**config.mk**
```make
export PLATFORM = sky130hd
export DESIGN_NAME = spi_dda_regif
export DESIGN_NICKNAME = d
export VERILOG_FILES = /design/src/rtl/spi_dda_regif.sv
export SDC_FILE = /design/constraint.sdc
export NUM_CORES = 1
export LEC_CHECK = 0
export BUFFER_PORTS_ARGS = -buffer_cell sky130_fd_sc_hd__buf_2
export CAP_MARGIN = 20
export CORE_MARGIN = 8
export CORE_UTILIZATION = 40
export CTS_CLUSTER_SIZE = 16
export DETAILED_ROUTE_END_ITERATION = 10
export SLEW_MARGIN = 10
export SYNTH_ARGS = -nofsm -noshare
export SYNTH_HDL_FRONTEND = slang
export SYNTH_SLANG_ARGS = --single-unit
```
**constraint.sdc**
```tcl
create_clock -name clk -period 3.3 [get_ports clk]
set_input_delay 0 -clock clk [delete_from_list [all_inputs] [get_ports clk]]
set_output_delay 0 -clock clk [all_outputs]
set_load 0.03 [all_outputs]
```
**src/rtl/spi_dda_regif.sv**
```systemverilog
// spi_dda_regif: SPI mode-0 slave register interface for one DDA solver core.
//
// A frame starts on a cs_n falling edge. It carries an 8-bit command
// (bit7 = write, bits[6:0] = address) followed by WORD data bits, MSB first.
// Address map:
//   0 .. NPARAM-1  parameter registers (read/write)
//   0x40 + k       snapshot of state channel k, taken at the cs_n fall (read-only)
//   0x7F           control (write-only); writing data bit0 = 1 pulses step_o
// All logic runs on clk. sclk/cs_n/mosi are asynchronous and are synchronised
// here. Reset is synchronous and active-low.
//
// Optional build macro SPI_DDA_AUTOSTEP_EN: when defined, step_o also pulses
// once, one clk after every cs_n falling edge, after the snapshot is taken.
//
// Ports:
//   clk, rst_n  system clock / synchronous active-low reset
//   sclk, cs_n, mosi  asynchronous SPI inputs (mode 0)
//   miso        serial read data (0 outside a read data phase)
//   miso_oe     high while synchronised cs_n is low
//   state_i     NCH packed DDA state words, channel k at [k*WORD +: WORD]
//   param_o     NPARAM packed parameter words, same packing
//   step_o      one-clk pulse that advances the DDA by one iteration
//   wr_o        one-clk pulse on every committed parameter write
module spi_dda_regif #(
  parameter int WORD = 16,
  parameter int NCH = 2,
  parameter int NPARAM = 4,
  parameter logic [WORD-1:0] RST_VAL = WORD'(16'h3000)
) (
  input  logic                     clk,
  input  logic                     rst_n,
  input  logic                     sclk,
  input  logic                     cs_n,
  input  logic                     mosi,
  output logic                     miso,
  output logic                     miso_oe,
  input  logic [NCH*WORD-1:0]      state_i,
  output logic [NPARAM*WORD-1:0]   param_o,
  output logic                     step_o,
  output logic                     wr_o
);

  localparam int CW = $clog2(WORD + 8);
  localparam logic [CW-1:0] LAST_CMD   = CW'(7);
  localparam logic [CW-1:0] FIRST_DATA = CW'(8);
  localparam logic [CW-1:0] LAST_DATA  = CW'(WORD + 7);

  typedef enum logic [1:0] {IDLE, CMD, DATA, DONE} state_t;

  state_t               state;
  logic [CW-1:0]        cnt;
  logic [6:0]           cmd_sr;
  logic [WORD-2:0]      data_sr;
  logic [WORD-2:0]      rd_sr;
  logic [6:0]           addr_r;
  logic                 is_wr;
  logic                 miso_q;
  logic                 step_q;
  logic                 wr_q;
  logic [WORD-1:0]      param_q [NPARAM];
  logic [NCH*WORD-1:0]  snap_q;

  logic sclk_p0, sclk_p1, sclk_p2;
  logic cs_p0, cs_p1, cs_p2;
  logic mosi_p0, mosi_p1;
  logic vld_p0, vld_p1, vld_p2;

  // ---- stage p0..p2: synchronisers ----
  // vld_pN marks that stage N holds a genuine pin sample rather than a reset
  // value, so a cs_n held low through reset release is not seen as a fall.
  always_ff @(posedge clk) begin
    if (!rst_n) begin
      sclk_p0 <= 1'b0;
      sclk_p1 <= 1'b0;
      sclk_p2 <= 1'b0;
      cs_p0   <= 1'b1;
      cs_p1   <= 1'b1;
      cs_p2   <= 1'b1;
      vld_p0  <= 1'b0;
      vld_p1  <= 1'b0;
      vld_p2  <= 1'b0;
    end else begin
      sclk_p0 <= sclk;
      sclk_p1 <= sclk_p0;
      sclk_p2 <= sclk_p1;
      cs_p0   <= cs_n;
      cs_p1   <= cs_p0;
      cs_p2   <= cs_p1;
      vld_p0  <= 1'b1;
      vld_p1  <= vld_p0;
      vld_p2  <= vld_p1;
    end
  end

  always_ff @(posedge clk) begin
    mosi_p0 <= mosi;
    mosi_p1 <= mosi_p0;
  end

  // ---- edge detect on the top two flops ----
  logic sclk_rise, sclk_fall, cs_fall, cs_rise;
  assign sclk_rise = sclk_p1 & ~sclk_p2;
  assign sclk_fall = ~sclk_p1 & sclk_p2;
  assign cs_fall   = vld_p2 & cs_p2 & ~cs_p1;
  assign cs_rise   = ~cs_p2 & cs_p1;

  logic [7:0]      cmd_byte;
  logic [WORD-1:0] wdata;
  logic            frame_end;
  logic            commit;
  logic            param_hit;
  logic            ctrl_step;

  assign cmd_byte  = {cmd_sr, mosi_p1};
  assign wdata     = {data_sr, mosi_p1};
  // A cs_n edge in the same clk as the last sclk rise wins: the frame aborts.
  assign frame_end = (state == DATA) && sclk_rise && (cnt == LAST_DATA) && !cs_rise && !cs_fall;
  assign commit    = frame_end && is_wr;
  assign param_hit = commit && ({1'b0, addr_r} < 8'(NPARAM));
  assign ctrl_step = commit && (addr_r == 7'h7F) && wdata[0];

  // Read mux; write frames and unmapped addresses read as zero.
  logic [WORD-1:0] rd_val;
  always_comb begin
    rd_val = '0;
    if (!is_wr) begin
      for (int k = 0; k < NPARAM; k++)
        if (addr_r == 7'(k)) rd_val = param_q[k];
      for (int k = 0; k < NCH; k++)
        if (addr_r == 7'(64 + k)) rd_val = snap_q[k*WORD +: WORD];
    end
  end

  // ---- frame FSM ----
  always_ff @(posedge clk) begin
    if (!rst_n) begin
      state   <= IDLE;
      cnt     <= '0;
      cmd_sr  <= '0;
      data_sr <= '0;
      rd_sr   <= '0;
      addr_r  <= '0;
      is_wr   <= 1'b0;
      miso_q  <= 1'b0;
      step_q  <= 1'b0;
      wr_q    <= 1'b0;
      snap_q  <= '0;
    end else begin
      wr_q   <= param_hit;
      step_q <= ctrl_step;
      if (cs_rise) begin
        state  <= IDLE;
        miso_q <= 1'b0;
      end else if (cs_fall) begin
        state  <= CMD;
        cnt    <= '0;
        snap_q <= state_i;
        miso_q <= 1'b0;
`ifdef SPI_DDA_AUTOSTEP_EN
        step_q <= 1'b1;
`endif
      end else begin
        case (state)
          CMD: begin
            miso_q <= 1'b0;
            if (sclk_rise) begin
              cmd_sr <= cmd_byte[6:0];
              cnt    <= cnt + 1'b1;
              if (cnt == LAST_CMD) begin
                state  <= DATA;
                addr_r <= cmd_byte[6:0];
                is_wr  <= cmd_byte[7];
              end
            end
          end
          DATA: begin
            if (sclk_rise) begin
              data_sr <= wdata[WORD-2:0];
              cnt     <= cnt + 1'b1;
              if (cnt == LAST_DATA) begin
                state  <= DONE;
                miso_q <= 1'b0;
              end
            end else if (sclk_fall) begin
              // First fall after the command byte loads the word; later falls shift.
              if (cnt == FIRST_DATA) begin
                rd_sr  <= rd_val[WORD-2:0];
                miso_q <= rd_val[WORD-1];
              end else begin
                rd_sr  <= {rd_sr[WORD-3:0], 1'b0};
                miso_q <= rd_sr[WORD-2];
              end
            end
          end
          default: miso_q <= 1'b0;
        endcase
      end
    end
  end

  // ---- parameter registers ----
  always_ff @(posedge clk) begin
    if (!rst_n) begin
      for (int k = 0; k < NPARAM; k++) param_q[k] <= RST_VAL;
    end else begin
      for (int k = 0; k < NPARAM; k++)
        if (param_hit && addr_r == 7'(k)) param_q[k] <= wdata;
    end
  end

  for (genvar k = 0; k < NPARAM; k++) begin : g_param
    assign param_o[k*WORD +: WORD] = param_q[k];
  end

  assign miso    = miso_q;
  assign miso_oe = ~cs_p2;
  assign step_o  = step_q;
  assign wr_o    = wr_q;

endmodule
```
==> results of run 1 <==
-- per-stage QoR --
| step | util | power [mW] |
|---|---|---|
| after floorplan | - | 2.32 |
| after global placement | 0.447 | 2.43 |
| after global routing | 0.500 | 4.43 |
| after CTS | 0.500 | 4.32 |
| after detailed placement | 0.447 | 2.43 |
| final | 0.500 | 4.28 |
-- final timing paths --
path | to | slack [ns]
max | param_q[0][8]$_SDFFCE_PN0P_ | 0.80
min | vld_p0$_DFF_P_ | 0.03
max reg2reg | param_q[0][8]$_SDFFCE_PN0P_ | 0.80
min reg2reg | mosi_p1$_DFF_P_ | 0.33
-- worst register-to-register path, stage by stage, from the launching register on --
cell and delay, ns:
sky130_fd_sc_hd__dfxtp_1 0.38, sky130_fd_sc_hd__ha_1 0.20, sky130_fd_sc_hd__and3b_1 0.20, sky130_fd_sc_hd__nand3_1 0.15
sky130_fd_sc_hd__nor2_1 0.19, sky130_fd_sc_hd__nand3_1 0.21, sky130_fd_sc_hd__o31ai_2 0.57, sky130_fd_sc_hd__buf_4 0.30
-- where the power goes --
group | leakage [nW] | switching (mW) | internal [mW]
sequential | 1.39 | 0.0310 | 2.12
combinational | 1.45 | 0.168 | 0.0948
clock | 0.284 | 0.758 | 1.10
-- placed cells by master, fill, tap and decap left out, types with 8 or more instances in the layout --
cell type and count:
sky130_fd_sc_hd__o21ai_1 13, sky130_fd_sc_hd__o221a_1 10, sky130_fd_sc_hd__nand3_1 16, sky130_fd_sc_hd__mux2i_1 33
sky130_fd_sc_hd__nand2_1 128, sky130_fd_sc_hd__inv_1 8, sky130_fd_sc_hd__dlygate4sd3_1 35, sky130_fd_sc_hd__mux4_2 12
sky130_fd_sc_hd__nor2_1 31, sky130_fd_sc_hd__buf_2 104, sky130_fd_sc_hd__dfxtp_1 97, sky130_fd_sc_hd__and2_1 61
sky130_fd_sc_hd__edfxtp_1 64, sky130_fd_sc_hd__buf_4 17, sky130_fd_sc_hd__clkbuf_16 17, sky130_fd_sc_hd__a21oi_1 49
sky130_fd_sc_hd__o21ai_0 9, sky130_fd_sc_hd__nand2b_1 11
-- area by class of cell --
class                   instances  area (um2)  area share
inverters                      10        37.5     0.00440
well taps                     225         282      0.0330
clock buffers                  22         478      0.0560
repair buffers                156         998       0.117
clock inverters                 9        80.1     0.00939
flip-flops and latches        162        3880       0.455
multi-input cells             440        2770       0.325
-- flip-flops by register name (all words and copies together) (netlist names), 2 cells and up --
register,cells
addr_r,7
cmd_sr,7
cnt,5
data_sr,15
param_q,64
rd_sr,15
snap_q,32
state,2
-- Yosys cell counts (2+ instances only) --
master                      number  area share
sky130_fd_sc_hd__clkbuf_1       23       0.013
sky130_fd_sc_hd__dfxtp_1        98        0.29
sky130_fd_sc_hd__and2_1         61       0.056
sky130_fd_sc_hd__nor2_1         31       0.017
sky130_fd_sc_hd__o211ai_1        3      0.0033
sky130_fd_sc_hd__nor2b_1         2      0.0018
sky130_fd_sc_hd__ha_1            4      0.0073
sky130_fd_sc_hd__nand3b_1        5      0.0055
sky130_fd_sc_hd__nand4_1         4      0.0036
sky130_fd_sc_hd__a31oi_1         4      0.0036
sky130_fd_sc_hd__buf_1           5      0.0027
sky130_fd_sc_hd__o21ai_0        12      0.0087
sky130_fd_sc_hd__buf_2          11      0.0080
sky130_fd_sc_hd__nor4_1          2      0.0018
sky130_fd_sc_hd__nand2_1       128       0.070
sky130_fd_sc_hd__or3_1           7      0.0064
sky130_fd_sc_hd__nor3_2          2      0.0029
sky130_fd_sc_hd__a21oi_1        49       0.036
sky130_fd_sc_hd__a221o_1         3      0.0044
sky130_fd_sc_hd__xnor2_1         2      0.0026
sky130_fd_sc_hd__inv_1           9      0.0049
sky130_fd_sc_hd__or4_4           2      0.0033
sky130_fd_sc_hd__o21ai_1        10      0.0073
sky130_fd_sc_hd__mux4_2         12       0.039
sky130_fd_sc_hd__nor2_4          3      0.0049
sky130_fd_sc_hd__nand2b_1       11       0.010
sky130_fd_sc_hd__and3b_1         2      0.0026
sky130_fd_sc_hd__xor2_1          2      0.0026
sky130_fd_sc_hd__o221a_1        10       0.016
sky130_fd_sc_hd__mux2i_1        33       0.048
sky130_fd_sc_hd__o2bb2ai_1       2      0.0026
sky130_fd_sc_hd__nand3_1        16       0.012
sky130_fd_sc_hd__edfxtp_1       64        0.28
sky130_fd_sc_hd__nor3_1          2      0.0015
-- cells by family (layout without fill, tap and decap cells) --
logic type | count (synthesis) | after routing | share of synthesized area
AOI/OAI and AO/OA | 101 | 101 | 0.0917
DFF | 162 | 162 | 0.566
xor gates and xnor gates | 4 | 4 | 0.00510
adders and majority gates | 4 | 4 | 0.00729
muxes | 45 | 45 | 0.0875
buffers and inverters | 51 | 197 | 0.0312
and+or+nand+nor | 286 | 286 | 0.211
-- metal layers --
layer	part of all wire	wire length, um	vias up	GRT usage
met5	0	0	-	0
met4	0.018	335	0	0.0627
met3	0.072	1360	23	0.0501
met2	0.49	9170	175	0.290
met1	0.42	7910	2533	0.210
li1	-	-	2549	-
-- what timing repair did --
action / CTS / global route
hold endpoints to repair: 35 / 0
resized for setup: 0 / 0
hold buffers: 35 / 0
==> results.md, run 1 <==
- The run finished with clean final reports.
- The count of distinct cell types in the synthesized netlist is 53.
- In the post-route analysis, the smallest setup slack over all paths is 0.805 ns.
- The sequential-to-total area share from yosys stat is 0.566.
- For this run the aggregate overflow at the end of global routing stands at 0.
- The count of routing violations after the opening detailed-route iteration is between 400 and 500.
- The number of setup buffers added after CTS is 0.
- The critical path is of the reg2reg type.
- The depth of the worst register-to-register path is 7.
- The floorplan has 48 rows.
- After clock tree synthesis, the clock-pin slew on the worst setup and hold paths is 0.06 ns.
- Timing would allow up to around 400 MHz.
- For the final database, setup skew stands at 0.00936 ns.
- The first global-routing pass estimated slightly below 30000 um of wire.
- The startpoint identified for the worst hold timing path is rst_n.
- The number of antenna violations at the first check in global routing is 0.
- For the final routed database, the setup TNS stands at 0 ns.
- Of all nets on the critical path, the largest fanout is 10.
- The later pin in the worst-skew pair is clocked with a latency of 0.42 ns.
- The areal power density over the cells is around 500 mW/mm2.
- The minimum hold slack is between 0.02 and 0.03 ns.
- The synthesized design contains ~160 register bits.
- During I/O placement, the number of pins put on the boundary was roughly 110.
- For this configuration, the core starts out at a cell density of 0.402.
- Once placement finished, the instance area stood at ~0.0076 mm2.
- The final route contains between 5000 and 6000 vias.
- The per-cell via count in the routed design is roughly 5.2.
- The number of maximum-capacitance constraint violations is 0.
- The launching element of the worst setup path is cnt[0]$_SDFFE_PN0P_.
- The highest-delay cell along the critical path is sky130_fd_sc_hd__o31ai_2.
- The via count of the first global-routing pass is approximately 5300.
- The placed wire-length estimate is roughly 13000 um.
- The total routing usage reported by global routing is 0.174.
- The total area inside the core boundary comes to about 0.017 mm2.
- The number of buffers created by CTS is 17.
- The critical path endpoint category is a flop.
- The post-layout minimum cycle time is between 2 and 2.5 ns.
- The die covers ~0.022 mm2.
- The clock tree synthesis step divided the H-tree into 4 levels.
- When the netlist entered floorplanning its net count stood at a little under 700.
- The analysis attributes to cell leakage a power of 3.12 nW.
- The largest single stage delay on the critical path is about 0.56 ns.
- Setup repair after global routing left no endpoint under its margin.
- The area growth from synthesis to layout is 24.3%.
- The maximum vdd drop is about 430 uV.
- The most numerous cell on the critical path is sky130_fd_sc_hd__nand3_1.
- The buffer levels on the longest clock path is 2.
- The final period utilization is 0.756.
- In the final layout, the share of cells above drive strength 1 is 0.218.
- The non-filler instance count after layout is ~1000.
- The primary flip-flop cell chosen by synthesis mapping is sky130_fd_sc_hd__dfxtp_1.
- The largest net degree at the start of global routing is between 60 and 70.
- The number of buffer and inverter instances along the worst setup path is 1.
- The number of warnings issued by yosys is 0.
- The die span in y is roughly 150 um.
- STA puts the critical path data arrival time at between 2 and 3 ns.
- Counting instances, the worst hold path has a depth of 2.
- The startpoint type of the worst setup path is a flop.
- At the placement stage, the worst setup path has a slack of 0.827 ns.
- The library cell used as clock root buffer is sky130_fd_sc_hd__clkbuf_16.
- For this block, the routed nets add up to 18800 um of wire.
- The count of unresolved DRC violations after routing is 0.
- Walking the worst path, the cells encountered are ha_1 -> and3b_1 -> nand3_1 -> nor2_1 -> nand3_1 -> o31ai_2 -> buf_4.
- The mean post-synth cell area is approximately 11 um2.
- The tightest min-delay check is of the in2reg type.
- For the pin with the worst max-slew slack, the measured transition is about 0.86 ns.
- In the final design database the tool counted between 800 and 900 nets.
- The cell family contributing the most delay on the critical path is simple AND/OR/NAND/NOR gates.
- The number of antenna repair diodes is 0.
- After routing the design area is 0.00853 mm2.
- The share of synthesized flip-flops with an asynchronous set or reset is 0.
- The CTS sink count is about 160.
- In this run the remaining antenna-violating nets after routing total 0.
- In this run the number of cells on the critical path is 7.
- Counting flops with a built-in enable in the synthesized netlist gives 64.
- The worst flop-to-flop path startpoint is cnt[0]$_SDFFE_PN0P_.
- TritonCTS built the clock tree.
- After detailed routing, the average wire length per cell comes to around 18 um.
- The post-synthesis instance area is between 0.006 and 0.007 mm2.
- STA puts the critical path data required time at 3.42 ns.
- The number of slew-limit violations in the final report is 0.
- The count of endpoints failing hold in the final timing report was 0.
- The count of endpoints failing setup in the final report is 0.
- Counting every instance in the synthesized netlist gives between 600 and 700.
- The final weighted congestion in routability-driven placement is just under 0.8.
- Counting the fill cells in the layout gives ~1600.
- The cell total after placement is roughly 960.
- During placement, the flow inserted port buffers numbering about 100.
- The overall die width is around 150 um.
- Before antenna repair, the detailed router went through 8 iterations.
- The tightest slew margin relative to the limit is 0.426.
(Power assumes the default switching activity.)
==> inputs of run 2 (changes only) <==
- clock period: 3.3 -> 2.1 ns (I/O delays scaled with it)
==> run 2 against run 1 <==
Utilization increased by 3.2 points. First-iteration DRC count decreased by 19%. Maximum frequency increased by 19%. Die area unchanged. Clock power increased by 62%. Wire length increased by 2.4%. Sequential power increased by 57%. Largest cell class unchanged. Highest routed layer unchanged.
==> results.md, run 2 (synthesis gave the netlist of run 1 again) <==
- The top fanout value on the critical path is 5.
- The number of standard-cell rows in the floorplan is 48.
- The kind of critical path is reg2reg.
- The number of inserted filler cells in the final layout is 1536.
- After detailed routing, the number of remaining DRC violations is 0.
- Of the total power, registers draw 0.496.
- The final weighted congestion in routability-driven placement is 0.792.
- The critical path's largest stage delay is between 0.5 and 0.6 ns.
- Buffers inserted during clock tree synthesis total 17.
- The clock group share of total power is 0.442.
- The number of slew-limit violations in the final report came to 0.
- The areal power density over the cells is between 700 and 800 mW/mm2.
- The count of endpoints failing hold in the final timing report is 0.
- The first detailed-routing pass took 5 iterations.
- The global routing usage on met1 is 0.228.
- The number of levels the H-tree was split into is 4.
- The repair_antennas step left the layout with diodes totalling 0.
- The largest registers in the layout are param_q: 64 flops, snap_q: 32 flops.
- The total routing usage reported by global routing is 0.182.
- The number of ports placed on the die boundary is around 110.
- Of the total power, the share spent switching nets is 0.236.
- Clock tree synthesis selected as its root buffer the cell sky130_fd_sc_hd__clkbuf_16.
- The placed wire-length estimate is 13500 um.
- The number of nets with antenna violations after routing is 0.
- The initial utilization of the core area, before any placement, comes to 0.402.
- Clock skew on the completed layout was measured at roughly 0.0081 ns.
- Setup violations remaining at the end of the flow were counted as 0.
- The total overflow reported by the global router is 0.
- The internal power consumption is around 5.2 mW.
- The transition at the pin with the smallest max-transition slack is roughly 0.70 ns.
- IR analysis of the VDD net gives a maximum drop of between 600 and 700 uV.
- The post-layout minimum cycle time is between 2 and 2.5 ns.
- The critical path endpoint category is a flop.
- Counting along the longest clock path gives a buffer depth of 2.
- The overall die width is 147 um.
- Leaving out fill and tap cells, the most frequent cells in the layout are sky130_fd_sc_hd__nand2_1 (128), sky130_fd_sc_hd__buf_2 (104), sky130_fd_sc_hd__dfxtp_1 (94).
- Clock-pin slew was measured on the worst setup and hold paths at ~0.060 ns.
- CTS saw 162 sinks.
- STA classifies the critical path startpoint as a flop.
- The die covers ~0.022 mm2.
- Data on the critical path arrives at its endpoint at 2.26 ns.
- The post-layout net count is 873.
- For this run, the share of the core covered by cells in the final layout is 0.532.
- Dividing the detail-routed via count by the number of cells gives 5.13.
- The later-pin clock latency in the skew report is around 0.43 ns.
- Of the total power, combinational logic draws 0.062.
- Setup repair after global routing could not meet its margin everywhere.
- The wire length per cell is 18.0 um.
- In this run the tool buffered the top-level ports with between 100 and 150 buffer cells.
- The flow ran to the end, and the final reports show no timing, DRC or antenna violations.
- The analysis attributes to cell leakage a power of between 3 and 4 nW.
- The number of buffer and inverter instances along the worst setup path is 1.
- The largest net degree at the start of global routing is 65.
- The number of maximum-capacitance constraint violations is 0.
- The upper clock frequency limit is 478 MHz.
- TritonCTS built the clock tree.
- Summing internal, switching and leakage power gives roughly 6.8 mW.
- After routing, the total negative slack on setup checks comes to 0 ns.
- Of the cells placed in the final design, the portion with a size suffix greater than 1 is 0.282.
- The count of routing violations after the opening detailed-route iteration is between 300 and 400.
- The top register by number of flip-flops is param_q.
- The area growth from synthesis to layout is 32.1%.
- The floorplan step defined a core boundary enclosing between 0.015 and 0.02 mm2.
- The via count of the first global-routing pass is 5562.
- The met3 usage is 0.0541.
- The cell family contributing the most delay on the critical path is simple AND/OR/NAND/NOR gates.
- met2 is the most crowded layer.
- The number of vias in the routed layout is approximately 5500.
- The leading cell type in the layout, fill and taps excluded is sky130_fd_sc_hd__nand2_1.
- The number of antenna violations at the first check in global routing is 0.
- The routed wire length is around 19000 um.
- The met2 capacity usage during global routing is 0.300.
- The die span in y is 147 um.
- The first global-routing pass estimated a little over 30000 um of wire.
- The largest individual stage delay along the critical path comes from the cell sky130_fd_sc_hd__or4_4.
- Summed over all nets, the switching power comes to between 1.5 and 2 mW.
- In the finished design, the share of the clock period the worst path needs comes to 0.996.
- Traced cell by cell, the critical path runs through ha_4 -> and3b_2 -> nand3_4 -> or4_4 -> buf_6 -> or3_1.
- The tightest slew margin relative to the limit is 0.535.
- The register with the most flip-flops in the layout has 64 of them.
- In this run the worst hold path is classified as in2reg.
- At the worst endpoint, the required time is approximately 2.3 ns.
[run 2: cell count changes in the layout (fill, tap and decap cells not counted), sizes merged]
cell         change
clkbuf           -4
clkinvlp         +1
inv              +1
buf             +43
clkinv           +3
dlygate4sd3      +1
or4              +1
[run 2: path summary, 6_finish.rpt]
check	startpoint	to	slack, ns	cells after the start
worst min register to register	mosi_p0$_DFF_P_	mosi_p1$_DFF_P_	0.33	0
worst min-delay path	mosi	mosi_p0$_DFF_P_	0.22	2
worst max register to register	cnt[0]$_SDFFE_PN0P_	param_q[2][12]$_SDFFCE_PN1P_	0.008	6
worst max-delay path	cnt[0]$_SDFFE_PN0P_	param_q[2][12]$_SDFFCE_PN1P_	0.008	6
[run 2: cell type report]
class / count / area, um2 / area share
flip-flops and latches: 162 / 3890 / 0.429
multi-input cells: 441 / 2860 / 0.315
repair buffers: 200 / 1420 / 0.157
clock buffers: 18 / 450 / 0.0497
well taps: 225 / 282 / 0.0310
clock inverters: 14 / 129 / 0.0142
inverters: 10 / 37.5 / 0.00414
[run 2: metal layers]
metal	routed length [um]	vias up
met5	0	-
met4	153	0
met3	1200	13
met2	9450	142
met1	8420	2690
li1	-	2646
[run 2: power by group through the flow]
stage	Clock (mW)	Sequential, mW	Combinational (mW)
after floorplan	0	3.56	0.0882
after global placement	0	3.45	0.370
after detailed placement	0	3.45	0.372
after CTS	3.07	3.38	0.428
after global routing	3.22	3.39	0.451
final	3.02	3.38	0.425
[run 2: per-stage QoR]
step | worst slack, ns | hold slack (ns) | cells | instance area, um2
global placement | -0.100 | 0.107 | 990 | 7910
global route | -0.0436 | 0.197 | 1070 | 9070
floorplan | -0.249 | 0.0277 | 653 | 6870
finish | 0.00776 | 0.215 | 1070 | 9070
detailed placement | -0.122 | 0.107 | 990 | 7910
CTS | -0.00496 | 0.199 | 1066 | 8970
[run 2: repair_timing]
| action | 4_1_cts | 5_1_grt |
|---|---|---|
| cloned | 1 | 0 |
| hold buffers | 36 | 0 |
| hold endpoints to repair | 36 | 0 |
| pin swaps | 6 | 3 |
| endpoints found under the setup margin | 68 | 90 |
| buffers inserted | 7 | 4 |
| gates resized for setup | 13 | 18 |
